===== src/rtl/bus_arbiter.sv =====
// bus_arbiter: round-robin owner of the shared data bus, one registered one-hot grant at a time
// Ports:
//   clk      rising-edge clock
//   reset    asynchronous active-high reset
//   req      per-requester level request
//   done     per-requester release strobe, only the owner's bit matters
//   grant    one-hot registered grant, drives the owner's bus enable
//   grant_id owner index, 0 while nobody owns the bus
//   bus_busy OR of grant
//   timeout  one-cycle pulse in the turnaround after a forced release
// Define BUS_ARB_TIMEOUT_EN to compile in the HOLD_MAX hold counter and forced release;
// without it a grant lasts until the owner signals done or drops req, and timeout is 0.
module bus_arbiter #(
    parameter int N_REQ    = 4,
    parameter int HOLD_MAX = 8
) (
    input  logic                       clk,
    input  logic                       reset,
    input  logic [N_REQ-1:0]           req,
    input  logic [N_REQ-1:0]           done,
    output logic [N_REQ-1:0]           grant,
    output logic [$clog2(N_REQ)-1:0]   grant_id,
    output logic                       bus_busy,
    output logic                       timeout
);
    localparam int IW = $clog2(N_REQ);

    if (N_REQ < 2 || N_REQ > 8 || HOLD_MAX < 2) begin : g_bad_cfg
        $error("bus_arbiter: unsupported N_REQ or HOLD_MAX");
    end

    typedef enum logic [1:0] {IDLE, GRANT, RELEASE} state_t;

    state_t           state_q, state_d;
    logic [IW-1:0]    ptr_q, ptr_d;
    logic [N_REQ-1:0] grant_q, grant_d;
    logic [IW-1:0]    grant_id_q, grant_id_d;
    logic [2*N_REQ-1:0] dbl;
    logic [N_REQ-1:0] rot;
    logic [IW-1:0]    win;
    logic [IW-1:0]    ptr_nxt;
    logic             in_grant;
    logic             pick;
    logic             own_done;
    logic             own_req;
    logic             rel;

`ifdef BUS_ARB_TIMEOUT_EN
    localparam int CW = $clog2(HOLD_MAX + 1);
    logic [CW-1:0] cnt_q, cnt_d;
    logic          timeout_q, timeout_d;
    logic          hold_hit;
`endif

    // Rotate requests so that bit 0 is the requester at ptr; the lowest set bit wins.
    always_comb begin
        dbl = {req, req} >> ptr_q;
        rot = dbl[N_REQ-1:0];
        win = '0;
        for (int i = N_REQ - 1; i >= 0; i--)
            if (rot[i]) win = IW'((int'(ptr_q) + i) % N_REQ);
    end

    // Owner's done/req are picked out with the one-hot grant, so other bits never matter.
    assign in_grant = state_q == GRANT;
    assign pick     = (state_q == IDLE || state_q == RELEASE) && |req;
    assign own_done = |(grant_q & done);
    assign own_req  = |(grant_q & req);
    assign ptr_nxt  = (grant_id_q == IW'(N_REQ - 1)) ? '0 : grant_id_q + 1'b1;
`ifdef BUS_ARB_TIMEOUT_EN
    assign hold_hit = cnt_q == CW'(HOLD_MAX - 1);
    assign rel      = own_done || !own_req || hold_hit;
`else
    assign rel      = own_done || !own_req;
`endif

    always_ff @(posedge clk or posedge reset) begin
        if (reset) begin
            state_q    <= IDLE;
            ptr_q      <= '0;
            grant_q    <= '0;
            grant_id_q <= '0;
`ifdef BUS_ARB_TIMEOUT_EN
            cnt_q      <= '0;
            timeout_q  <= 1'b0;
`endif
        end else begin
            state_q    <= state_d;
            ptr_q      <= ptr_d;
            grant_q    <= grant_d;
            grant_id_q <= grant_id_d;
`ifdef BUS_ARB_TIMEOUT_EN
            cnt_q      <= cnt_d;
            timeout_q  <= timeout_d;
`endif
        end
    end

    always_comb begin
        state_d = in_grant ? (rel ? RELEASE : GRANT) : (pick ? GRANT : IDLE);
    end

    always_comb begin
        grant_d    = in_grant ? (rel ? '0 : grant_q) : (pick ? {{(N_REQ-1){1'b0}}, 1'b1} << win : '0);
        grant_id_d = in_grant ? (rel ? '0 : grant_id_q) : (pick ? win : '0);
        ptr_d      = (in_grant && rel) ? ptr_nxt : ptr_q;
`ifdef BUS_ARB_TIMEOUT_EN
        cnt_d      = !in_grant ? '0 : (cnt_q == CW'(HOLD_MAX)) ? cnt_q : cnt_q + 1'b1;
        // A same-edge done or dropped request is a normal release, not a timeout.
        timeout_d  = in_grant && hold_hit && !own_done && own_req;
`endif
    end

    assign grant    = grant_q;
    assign grant_id = grant_id_q;
    assign bus_busy = |grant_q;
`ifdef BUS_ARB_TIMEOUT_EN
    assign timeout  = timeout_q;
`else
    assign timeout  = 1'b0;
`endif
endmodule


===== config.mk =====
export PLATFORM = sky130hd
export DESIGN_NAME = bus_arbiter
export DESIGN_NICKNAME = d
export VERILOG_FILES = /design/src/rtl/bus_arbiter.sv
export SDC_FILE = /design/constraint.sdc
export NUM_CORES = 1
export LEC_CHECK = 0
export BUFFER_PORTS_ARGS = -buffer_cell sky130_fd_sc_hd__buf_2
export CAP_MARGIN = 15
export CORE_UTILIZATION = 40
export DETAILED_ROUTE_END_ITERATION = 8
export PLACE_DENSITY_LB_ADDON = 0.3
export SKIP_CTS_REPAIR_TIMING = 1
export SYNTH_ARGS = -nofsm -noshare
export SYNTH_HDL_FRONTEND = slang
export SYNTH_SLANG_ARGS = --single-unit

===== constraint.sdc =====
create_clock -name clk -period 1.9 [get_ports clk]
set_input_delay 0.095 -clock clk [delete_from_list [all_inputs] [get_ports clk]]
set_output_delay 0.095 -clock clk [all_outputs]
set_load 0.02 [all_outputs]

Word-level counts from Yosys, hierarchy flattened:

Cells that the tools add are included.

* register bits: 10
* bits of input ports: 10
* word-level logic and storage cells: 40

* eq/ne operators: 4
* $add $sub $neg: 4
* muxes and demuxes: 14
* shifts and indexed selects: 2
* bitwise operators: 2
* reductions and logical operators: 10

Operator list (count)
* two-way mux 2 bit: 10
* OR reduction 4 bit: 4
* two-way mux 4 bit: 3
* AND 4 bit: 2
* >> shifter 8 x 2 -> 4 bit: 1
* adder 2 x 1 -> 2 bit (second input constant): 2
* adder 2 bit (second input constant): 2
* == test 2 bit (second input constant): 2
* << shifter 1 x 2 -> 4 bit (first input constant): 1
* == test 2 x 1 -> 1 bit (second input constant): 1
* logical AND 1 bit: 2
* zero test 2 bit: 1
* logical OR 1 bit: 2
* inequality test 2 x 1 -> 1 bit (second input constant): 1
* zero test 1 bit: 1
* two-way mux 1 bit: 1

Longest topological paths before layout:

* depth in word-level cells: 8
* mapped depth: 4
* mapped depth without buffers: 4

Worst setup path before layout:

No wires, ideal clock.

* path type: flip-flop to flip-flop
* start point: register grant_q[1] (netlist: grant[1])
* end point: register ptr_q[1]
* path slack: 0.402 ns
* required time: 1.775 ns
* path buffers: 0
* arrival time: 1.372 ns
* cell stages (with the launch flop): 5
* library setup time: 0.125 ns
* path through: dfrtp_1 -> a22oi_1 -> a211oi_2 -> nor2_2 -> mux2_4

* cells in the longest elaborated chain, start to end: 5
* elaborated cells on any way between the ends: 7
* those cells by class: bitwise (2); reduce/logical (5)

RTL lines
* start, declared: RTL line 36 `logic [N_REQ-1:0] grant_q, grant_d;`
* start signal, assigned: RTL line 90 `grant_q <= grant_d;`
* AND 4 bit: RTL line 68 `assign own_req = |(grant_q & req);`
* OR reduction 4 bit: RTL line 68
* zero test 1 bit: RTL line 74 `assign rel = own_done || !own_req;`
* logical OR 1 bit *: RTL line 74
* logical AND 1 bit *: RTL line 106 `ptr_d = (in_grant && rel) ? ptr_nxt : ptr_q;`
* end signal, assigned: RTL line 89 `ptr_q <= ptr_d;`
* end, declared: RTL line 35 `logic [IW-1:0] ptr_q, ptr_d;`

Mark *: on every way between the ends. The rest lies on a longest branch, timed or not.
A chain may end at the register's enable or synchronous reset.

Worst setup path after layout:

Ends and elaborated chain as after synthesis.

==> impl_metrics.toml <==
[status]
status = "complete, no violations"

[worst_setup_path]
start_kind = "flop"
critical_path.max_fanout = 5
cp_cell_sequence = "a22o_1 -> a211oi_2 -> nor2_2 -> mux2_4"
rr_endpoint = "ptr_q[1]"
crit_slowest_cell = "dfrtp_1"
crit_type = "reg2reg"
rr_startpoint = "grant[1]"
r2r_slack_ns = 0.41
slowest_delay_ns = 0.41
r2r_cells = 4
endpoint_kind = "flop"
worstPathArrival_ns = 1.64
cp.required_ns = 2.05

[power_and_ir_drop]
p_switching_uw = 490.7
internal_power_uw = 624.3
power.leakage_nw = 0.3306
pwr-share-clk = 0.124
p_seq_frac = 0.366
power_frac_comb = 0.510
swShare = 0.4401
powerDensity_nw_per_um2 = 1638
ir_drop_v = 0.0006837

[synthesis]
synth_edf_count = 0
synth-compound-area-share = 0.3169
yosys.area_share.simple = 0.1371
synth_cells = 52
synth_nets = 63
syn-cell-area_sq_um = 556.8
yosys_most_used_dff = "dfrtp_1"
ys_seq_area_frac = 0.4494
async_flop_share = 1.000
synthAdderAreaFrac = 0.02247
synth.most_common_cell = "dfrtp_1"
synth-xor-area-share = 0
synth_top_area_share = 0.4494
synth_top_family_by_area = "compound AO/OA/AOI/OAI gates"
synth_top_area_cell = "dfrtp_1"
synthDistinctLibCells = 28
synthMuxAreaShare = 0.02697
ys_warn_count = 0
yosys_register_bits = 10
syn_area_per_cell_sq_um = 10.71
synthTopCellsByCount = "dfrtp_1, inv_1"
synth_area_leaders = "dfrtp_1, a2111oi_4, a22o_1"

[clocking]
cts.clk_slew.worst_paths_ns = 0.06
cts_tree = "done"
cts_max_level = 1
cts_buffers = 3
cts_sinks = 10
clockRootBuffer = "clkbuf_4"
clockBufferDepth = 2
clk_latency_ns = 0.26

[place]
portBuffers = 16
gp_congestion = 0.7963
hpwl_um = 973.9
pre_cts_slack_ns = 0.4131

[detailed_routing]
drt_iter0_drc = 6
drc = 0
vias_per_cell = 5.523
drt-total-wl_mm = 1.264
wl_per_cell_um = 14.70
drtPass1Iterations = 2
routed-via-count = 475
ant_nets = 0

[floorplanning]
die_area_sq_um = 1545
die_x_um = 39.31
coreArea_sq_um = 1301
start_util = 0.4279
die_h_um = 39.31
io_pins = 18
rows = 13

[timing]
layout_min_cycle_time_ns = 1.489
rsz0062_at_grt = "false"
slew_violations = 0
hold_viol = 0
max_freq_ghz = 0.6715
fin_skew_ns = 0.004923
min_period_over_period = 0.7838
fin_setup_tns_ns = 0
setup_viol = 0
postLayoutSetupSlackWorst_ns = 0.4109

[final_layout]
seq_area_sq_um = 250.2
fillers = 143
antenna_cells = 0
drive_gt1_frac = 0.3521
nets = 84
area_growth_pct = 22.25
multi_input_area_sq_um = 284.0

[global_route]
grt_pass1_wl_mm = 2.028
grt.overflow.total = 0
antenna_found_initial = 0
grt_max_degree = 11
grt_usage = 0.2046
grt_pass1_vias = 437

[worst_hold_path]
hold_class = "in2async"

[job]
maxCapViolations = 0
[layout make-up]
class	count	area share
clock buffers	3	0.03309
inverters	4	0.02206
multi-input cells	37	0.4173
flip-flops and latches	10	0.3676
well taps	15	0.02757
repair buffers	17	0.1324
[sequential cells by signal, summed over array words and instances (netlist names)]
signal and flops:
grant 4, grant_id 2, ptr_q 2, state_q 2
[cell families after synthesis]
logic type      count (synthesis)
mux                             1
fa+ha+maj                       1
simple gates                   14
compound gates                 20
buf+inv                         5
flops                          10
other cells                     1
[power groups by stage]
stage	clock network [mW]	registers (mW)	logic [mW]
2_1_floorplan	0	0.445	0.365
3_3_place_gp	0	0.408	0.561
3_5_place_dp	0	0.409	0.566
4_1_cts	0.145	0.406	0.570
5_1_grt	0.158	0.425	0.623
6_report	0.138	0.408	0.569
[worst max-delay path by stage]
| stage | start | endpoint | slack [ns] | cells after the start |
|---|---|---|---|---|
| finish | grant[1] | ptr_q[1] | 0.41 | 4 |
| global route | grant[1] | ptr_q[1] | 0.32 | 4 |
| CTS | grant[2] | ptr_q[1] | 0.40 | 4 |
| detailed placement | grant[2] | ptr_q[1] | 0.41 | 4 |
| global placement | grant[2] | ptr_q[1] | 0.45 | 4 |
| floorplan | grant[1] | ptr_q[1] | 0.40 | 4 |
[through the flow]
stage	util	hold WS [ns]	instances	power, mW	instance area, sq um
after global routing	0.5231	0.3775	86	1.206	680.7
after detailed placement	0.4981	0.08548	82	0.9749	648.1
after floorplan	-	-0.06482	52	0.8108	556.8
final	0.5231	0.3481	86	1.115	680.7
after global placement	0.4981	0.08506	82	0.9694	648.1
after CTS	0.5154	-0.1961	85	1.121	670.6
[metal layers]
| layer | global-route usage | share of wire | up-vias |
|---|---|---|---|
| li1 | - | - | 237 |
| met1 | 0.2652 | 0.48 | 224 |
| met2 | 0.3125 | 0.47 | 12 |
| met3 | 0.03409 | 0.045 | 2 |
| met4 | 0.1293 | 0.0095 | 0 |
| met5 | 0 | 0 | - |
[worst max-delay path, delay by kind of cell (launching register included)]
| family | cells | cell delay [ns] |
|---|---|---|
| DFF | 1 | 0.41 |
| muxes | 1 | 0.30 |
| AOI/OAI and AO/OA | 2 | 0.59 |
| and+or+nand+nor | 1 | 0.08 |
[cell usage in the layout (no fill, tap or decap)]
cell           count
inv_1              4
nor3b_1            1
dfrtp_1           10
a32o_1             2
buf_2             16
nand2_1            3
dlygate4sd3_1      1
o41ai_1            1
a22oi_2            1
a211o_1            1
o31ai_1            2
nand2b_1           3
nor2_1             2
or3_1              1
mux2_4             1
o22ai_1            1
a21oi_1            3
conb_1             1
a22o_1             3
o21ai_0            2
clkbuf_4           3
a2111oi_4          1
a31oi_1            1
nor2_2             1
ha_1               1
a22oi_1            1
nor3_1             1
or2_2              1
or4_1              1
a211oi_2           1
Note: power is estimated with default switching activity, not from simulation.
